==> config.mk <==
export PLATFORM = sky130hd
export DESIGN_NAME = mem_arbiter
export DESIGN_NICKNAME = d
export VERILOG_FILES = /design/src/rtl/mem_arbiter.sv
export SDC_FILE = /design/constraint.sdc
export NUM_CORES = 1
export LEC_CHECK = 0
export ABC_AREA = 1
export CAP_MARGIN = 20
export CORE_ASPECT_RATIO = 1.1
export CORE_MARGIN = 2
export CORE_UTILIZATION = 42
export CTS_CLUSTER_SIZE = 10
export DETAILED_ROUTE_END_ITERATION = 10
export GPL_TIMING_DRIVEN = 0
export HOLD_SLACK_MARGIN = 0.1
export PLACE_DENSITY_LB_ADDON = 0.1
export SLEW_MARGIN = 30
export SYNTH_ARGS = -nofsm -noshare
export SYNTH_HDL_FRONTEND = slang
export SYNTH_SLANG_ARGS = --single-unit
==> constraint.sdc <==
create_clock -name clk -period 1.86 [get_ports clk]
set_clock_uncertainty 0.05 [all_clocks]
set_input_delay 0.372 -clock clk [delete_from_list [all_inputs] [get_ports clk]]
set_output_delay 0.372 -clock clk [all_outputs]
set_load 0.01 [all_outputs]
==> src/rtl/mem_arbiter.sv <==
// mem_arbiter: two-port round-robin arbiter onto a single-port RAM.
// Grants are combinational in IDLE; reads block both ports until the data returns.
module mem_arbiter #(
    parameter int READ_LATENCY = 1,
    parameter int ADDR_WIDTH   = 32
) (
    input  logic                  clk,
    input  logic                  rst,
    input  logic                  p0_req,
    input  logic                  p0_we,
    input  logic [ADDR_WIDTH-1:0] p0_addr,
    input  logic [31:0]           p0_wdata,
    input  logic [3:0]            p0_be,
    output logic                  p0_gnt,
    output logic                  p0_rvalid,
    output logic [31:0]           p0_rdata,
    input  logic                  p1_req,
    input  logic                  p1_we,
    input  logic [ADDR_WIDTH-1:0] p1_addr,
    input  logic [31:0]           p1_wdata,
    input  logic [3:0]            p1_be,
    output logic                  p1_gnt,
    output logic                  p1_rvalid,
    output logic [31:0]           p1_rdata,
    output logic [ADDR_WIDTH-1:0] ram_a,
    output logic [31:0]           ram_wd,
    output logic [3:0]            ram_be,
    output logic                  ram_we,
    input  logic [31:0]           ram_rd
);
    typedef enum logic {IDLE, WAIT} state_t;
    localparam logic [1:0] LAT_M1 = 2'(READ_LATENCY - 1);
    state_t                state;
    logic [1:0]            cnt;
    logic                  last, owner, sel1, gnt, done;
    logic [ADDR_WIDTH-1:0] a_q;
    logic [31:0]           wd_q, rd0_q, rd1_q;
    logic [3:0]            be_q;
    // last holds the most recently granted port; a tie goes to the other one
    always_comb begin
        sel1      = p1_req && (!p0_req || !last);
        gnt       = !rst && state == IDLE && (p0_req || p1_req);
        p1_gnt    = gnt && sel1;
        p0_gnt    = gnt && !sel1;
        ram_a     = gnt ? (sel1 ? p1_addr : p0_addr) : a_q;
        ram_wd    = gnt ? (sel1 ? p1_wdata : p0_wdata) : wd_q;
        ram_be    = gnt ? (sel1 ? p1_be : p0_be) : be_q;
        ram_we    = gnt && (sel1 ? p1_we : p0_we);
        done      = !rst && state == WAIT && cnt == 2'd0;
        p0_rvalid = done && !owner;
        p1_rvalid = done && owner;
        p0_rdata  = p0_rvalid ? ram_rd : rd0_q;
        p1_rdata  = p1_rvalid ? ram_rd : rd1_q;
    end
    always_ff @(posedge clk) begin
        if (rst) begin
            state <= IDLE;
            cnt   <= 2'd0;
            last  <= 1'b0;
            owner <= 1'b0;
            a_q   <= '0;
            wd_q  <= 32'd0;
            be_q  <= 4'd0;
            rd0_q <= 32'd0;
            rd1_q <= 32'd0;
        end else begin
            if (gnt) begin
                a_q  <= ram_a;
                wd_q <= ram_wd;
                be_q <= ram_be;
                last <= sel1;
                if (!ram_we) begin
                    state <= WAIT;
                    cnt   <= LAT_M1;
                    owner <= sel1;
                end
            end
            if (state == WAIT) begin
                if (cnt == 2'd0) begin
                    state <= IDLE;
                    if (owner) rd1_q <= ram_rd;
                    else rd0_q <= ram_rd;
                end else begin
                    cnt <= cnt - 2'd1;
                end
            end
        end
    end
endmodule

==> out/results.tsv, run 1 <==
stage	metric	value	unit
min_path	hp-class	reg2reg	
setup_path	cp-end-kind	output pin	
timing	finalSetupViolations	138	
cts	numCtsBuffers	17	
power	clock_power_share	0.387	
place	place_area	0.0101	mm2
setup_path	cp_common_cell	buf_12	
yosys	netlist_top_cells_count	nand2_1 (446), o21ai_0 (149), dfxtp_1 (137)	
finish	area_growth	72.5	%
cts	clk_pin_slew	0.06	ns
timing	report.final.slew_viol_count	0	
yosys	yosysMostFrequentCell	nand2_1	
setup_path	cpMaxStageDelayCell	dfxtp_4	
yosys	ys.flop_type	dfxtp_1	
route	wire_per_inst	15.3	um
power	p_comb_frac	0.263	
timing	rsz0062_at_grt	true	
route	drt_pass1_iterations	5	
power	swShare	0.282	
setup_path	cp.arrival	1.76	ns
cts	cts_max_path_buffers	2	
min_path	min_path_cells	2	
setup_path	critPathMaxFanout	10	
grt	grt_antenna_before_repair	0	
floorplanning	core	0.0157	mm2
floorplanning	ioPinCount	311	
yosys	ys.warnings.count	0	
cts	cts_tree	built	
setup_path	startpoint	state	
cts	htreeDepth	4	
timing	fmax	0.458	GHz
cts	clock_latency	0.42	ns
grt	grt-ovfl-total	0	
floorplanning	initial_core_util	0.429	
yosys	ys_ff_latch	137	
cts	clock-sinks	137	
floorplanning	die-area	0.0171	mm2
run_status	violations	negative setup slack	
power	sequentialPowerShare	0.350	
floorplanning	die_x	125	um
floorplanning	die_height	137	um
finish	final_layout_size_suffix_gt1_frac	0.301	
route	drt_iter0_markers	508	
timing	finalCriticalPeriod	2.19	ns
timing	hold_viol_final	0	
setup_path	reg2reg_depth	14	
place	place_congestion	0.850	
grt	grt_max_degree	17	
yosys	synth_largest_area_cell	dfxtp_1	
yosys	yosysUniqueCellTypes	23	
yosys	synth_edf_count	0	
power	irDropWorstVdd	646	uV
finish	n_antenna_cell	0	
grt	grt_use_total	0.281	
yosys	ys_seq_area_frac	0.406	
setup_path	crit_path_start_kind	flip-flop	
place	dp_hpwl	17.5	mm
timing	max_slew_margin	0.623	
yosys	synth_area_leaders	dfxtp_1 (41%), nand2_1 (25%), o21ai_0 (11%)	
power	finalPower	9.26	mW
yosys	syn-num-nets	1257	
grt	grt_pass1_vias	7774	
power	leakage	5.58	nW
setup_path	crit_chain	inv_4 > nor2_4 > nand3_4 > buf_12 > buf_12 > o21ai_1 > buf_2	
setup_path	crit_required	1.44	ns
yosys	synth.avg_cell_area	6.24	um2
cts	clock_tree.root_cell	clkbuf_16	
power	p_sw	2.61	mW
route	ant_nets	0	
run_status	status	finished with violations	
yosys	yosys.area.top_type_share	0.406	
route	via_per_inst	4.97	
setup_path	setup.worst_path.class	reg2out	
route	vias	8301	
timing	setup_tns	-34.81	ns
grt	grt_pass1_wl	38.5	mm
setup_path	critPathMaxStageDelay	0.40	ns
timing	tightestPinTransition	0.566	ns
place	io_buffers	308	
job	drv_cap	0	
power	p_int	6.65	mW
power	power_density	794	mW/mm2
finish	fin_nets	1631	
setup_path	r2r_start	state	
timing	timing.final.crit_share	1.18	
route	drc	0	
route	wirelength	25.5	mm
yosys	async_reset_ff_frac	0	
yosys	syn_inst	1083	
yosys	synth_area	0.00676	mm2
floorplanning	rows	48	
finish	fin_area	0.0117	mm2
timing	layout_setup_ws	-0.326	ns
min_path	hold_start	rd0_q[14]	
-- cell type report --
type                    instances  area [um2]
fillers                      1272        4080
multi-input cells             798        3950
repair buffers                354        3140
flip-flops and latches        137        2750
plain buffers                  72         643
clock buffers                  20         457
inverters                      77         304
well taps                     200         250
clock inverters                12         173
-- layout by cell type (no fill, tap or decap), types with 5 or more instances in the layout --
cell type and n:
a21oi_1 67, buf_12 8, buf_2 99, buf_4 37, buf_6 67, buf_8 8, clkbuf_1 24, clkbuf_16 21
clkbuf_8 5, clkdlybuf4s50_1 170, dfxtp_1 135, inv_1 73, nand2_1 321, nand2_2 118, nand2_4 9, nand3_1 36
nor2_1 67, o21ai_0 104, o21ai_1 23, o21ai_2 38
-- metal layers --
layer / share of wire / track usage / vias to the layer above
li1: - / - / 4188
met5: 0 / 0 / -
met2: 0.52 / 0.513 / 284
met1: 0.38 / 0.310 / 3770
met3: 0.071 / 0.0782 / 59
met4: 0.034 / 0.115 / 0
-- flip-flops by register name, summed over array words and instances, names as in the netlist, named ones only --
signal  count
be_q        4
last        1
owner       1
wd_q       32
a_q        32
state       1
rd0_q      32
rd1_q      32
-- power by group through the flow --
stage / combinational [mW] / sequential [mW] / clock [mW]
global route: 2.64 / 3.26 / 3.75
finish: 2.43 / 3.24 / 3.59
CTS: 2.23 / 3.22 / 3.61
global placement: 2.13 / 3.28 / 0
floorplan: 0.956 / 3.27 / 0
detailed placement: 2.14 / 3.28 / 0
-- worst max-delay path, delay by kind of cell, from the launching register on --
| kind | cells | cell delay (ns) |
|---|---|---|
| buf+inv | 4 | 0.53 |
| simple gates | 2 | 0.27 |
| compound gates | 1 | 0.13 |
| flops | 1 | 0.40 |
-- final timing paths --
path	end	slack [ns]
worst max-delay path	p1_rdata[11]	-0.33
worst min-delay path	rd0_q[14]	0.39
worst max register to register	wd_q[30]	-0.22
worst min register to register	rd0_q[14]	0.39
-- through the flow --
step	setup slack, ns	hold slack [ns]	std cells	util
global placement	-1.18	0.381	1591	0.641
detailed placement	-1.21	0.386	1591	0.641
floorplan	0.113	0.373	1083	-
CTS	-0.330	0.395	1658	0.705
finish	-0.326	0.394	1670	0.741
global route	-0.386	0.414	1670	0.741
-- timing repair --
item                                    CTS  global route
resized for setup                       700           254
endpoints found under the setup margin  137           138
cloned                                    9             4
hold buffers                              0             0
endpoints found under the hold margin     0             0
setup buffers                            26             9
pin swaps                                44            27
-- kinds of logic (layout without fill, tap and decap cells) --
logic type / count (synthesis) / after routing / share of synthesized area
flip-flops: 137 / 137 / 0.406
AO/OA/AOI/OAI: 236 / 236 / 0.176
buffers and inverters: 149 / 535 / 0.0939
AND/OR/NAND/NOR: 561 / 562 / 0.324
Note: power is estimated with default switching activity, not from simulation.
==> run 2: changes to the inputs <==
ABC_CLOCK_PERIOD_IN_PS = 1860   (was default)
CORE_ASPECT_RATIO = 1.5   (was 1.1)
==> out/results.tsv, run 2 (synthesized netlist as in run 1, its figures left out) <==
stage	metric	value	unit
grt	grt_max_degree	17	
finish	fin_nets	1625	
setup_path	cp-end-kind	output pin	
setup_path	critPathMaxStageDelay	0.37	ns
finish	final_layout_size_suffix_gt1_frac	0.296	
floorplanning	rows	56	
floorplanning	core	0.0157	mm2
cts	clock_latency	0.41	ns
cts	hold_buffers	0	
timing	finalSetupViolations	137	
run_status	status	finished with violations	
job	drv_cap	0	
setup_path	r2r_start	state	
place	dp_hpwl	17.5	mm
power	power_density	768	mW/mm2
setup_path	cp.arrival	1.74	ns
setup_path	crit_chain	inv_4 > nand2_4 > nor2_4 > clkbuf_16 > buf_12 > buf_12 > nand2_2 > nand2_2 > buf_6	
timing	max_slew_margin	0.653	
finish	area_growth	76.1	%
route	ant_nets	0	
floorplanning	initial_core_util	0.430	
power	finalPower	9.14	mW
timing	report.final.slew_viol_count	0	
setup_path	cpMaxStageDelayCell	dfxtp_4	
cts	clock_tree.root_cell	clkbuf_16	
grt	grt_pass1_vias	7764	
finish	n_antenna_cell	0	
setup_path	crit_path_start_kind	flip-flop	
power	irDropWorstVdd	488	uV
finish	final_cells	1667	
setup_path	critPathMaxFanout	7	
floorplanning	ioPinCount	311	
cts	cts_tree	built	
cts	clk_pin_slew	0.06	ns
run_status	violations	negative setup slack	
floorplanning	die-area	0.0171	mm2
floorplanning	die_height	159	um
cts	cts_max_path_buffers	2	
finish	final_core_util	0.758	
setup_path	crit_buf_inv	5	
timing	rsz0062_at_grt	true	
setup_path	setup.worst_path.class	reg2out	
cts	clock-sinks	137	
timing	timing.final.crit_share	1.16	
route	drt_pass1_iterations	5	
route	vias	8337	
route	drc	0	
cts	htreeDepth	4	
route	wire_per_inst	15.5	um
power	leakage	5.67	nW
grt	grt_antenna_before_repair	0	
min_path	hp-class	reg2reg	
grt	grt_pass1_wl	38.0	mm
floorplanning	die_x	108	um
timing	fmax	0.463	GHz
min_path	hold_start	rd0_q[0]	
place	place_congestion	0.824	
setup_path	crit_required	1.44	ns
place	io_buffers	308	
timing	finalCriticalPeriod	2.16	ns
setup_path	startpoint	state	
route	via_per_inst	5.00	
timing	setup_tns	-30.43	ns
finish	final_cell_mix	nand2_1 (325), clkdlybuf4s50_1 (170), dfxtp_1 (134)	
grt	grt_use_total	0.276	
route	drt_iter0_markers	445	
route	wirelength	25.9	mm
timing	hold_viol_final	0	
timing	layout_setup_ws	-0.301	ns
timing	tightestPinTransition	0.521	ns
grt	grt-ovfl-total	0	
finish	mostFrequentLayoutCell	nand2_1	
setup_path	cp_top_family	buffers and inverters	
place	dp.cells	1594	
cts	numCtsBuffers	17	
==> run 2: changes by cell type in the layout (fill, tap and decap cells not counted), moves of 7 or more <==
cell / before / now
buf_8: 8 / 15
o21ai_1: 23 / 33
nand2_2: 118 / 86
clkbuf_16: 21 / 28
o21ai_2: 38 / 29
nand2_4: 9 / 36
buf_4: 37 / 26
==> run 2: layout make-up <==
class	instances	area, um2
multi-input cells	798	4100
fillers	1208	3800
repair buffers	348	3250
flip-flops and latches	137	2750
plain buffers	72	647
clock buffers	18	439
inverters	77	304
well taps	203	254
clock inverters	14	150
==> run 2: worst paths after layout <==
kind | to | slack, ns | cells past startpoint
max | ram_a[16] | -0.30 | 9
min | rd0_q[0] | 0.39 | 2
max reg2reg | a_q[18] | -0.14 | 14
min reg2reg | rd0_q[0] | 0.39 | 2
==> run 2: worst reg2reg max path, stage by stage (launching register included) <==
cell and delay [ns]:
dfxtp_4 0.37, inv_4 0.09, nand2_4 0.06, nor2_4 0.14
buf_12 0.19, buf_8 0.15, nand2_4 0.06, buf_6 0.11
buf_4 0.12, buf_4 0.12, buf_4 0.12, buf_6 0.11
buf_6 0.11, buf_6 0.10, o21ai_2 0.04
==> run 2: per-layer routing <==
metal  part of all wire  track usage  up-vias
li1                   -            -     4162
met1               0.36        0.289     3829
met2               0.54        0.521      289
met3              0.067       0.0733       57
met4              0.031       0.0915        0
met5                  0            0        -
==> run 2: stage by stage <==
step                instance area, um2  setup WS (ns)  hold WS, ns
CTS                              10800         -0.299        0.394
floorplan                         6760          0.113        0.373
global route                     11900         -0.354        0.405
finish                           11900         -0.301        0.395
detailed placement               10100          -1.20        0.385
global placement                 10100          -1.15        0.382
==> run 2: what timing repair did <==
item	CTS	global route
endpoints found under the setup margin	137	138
buffers inserted	17	10
gates resized for setup	671	318
endpoints found under the hold margin	0	0
pin swaps	10	39
gates cloned	3	11
==> run 2: power breakdown <==
group	internal [mW]	switching (mW)
clock	1.94	1.47
combinational	1.23	1.26
sequential	3.15	0.0924
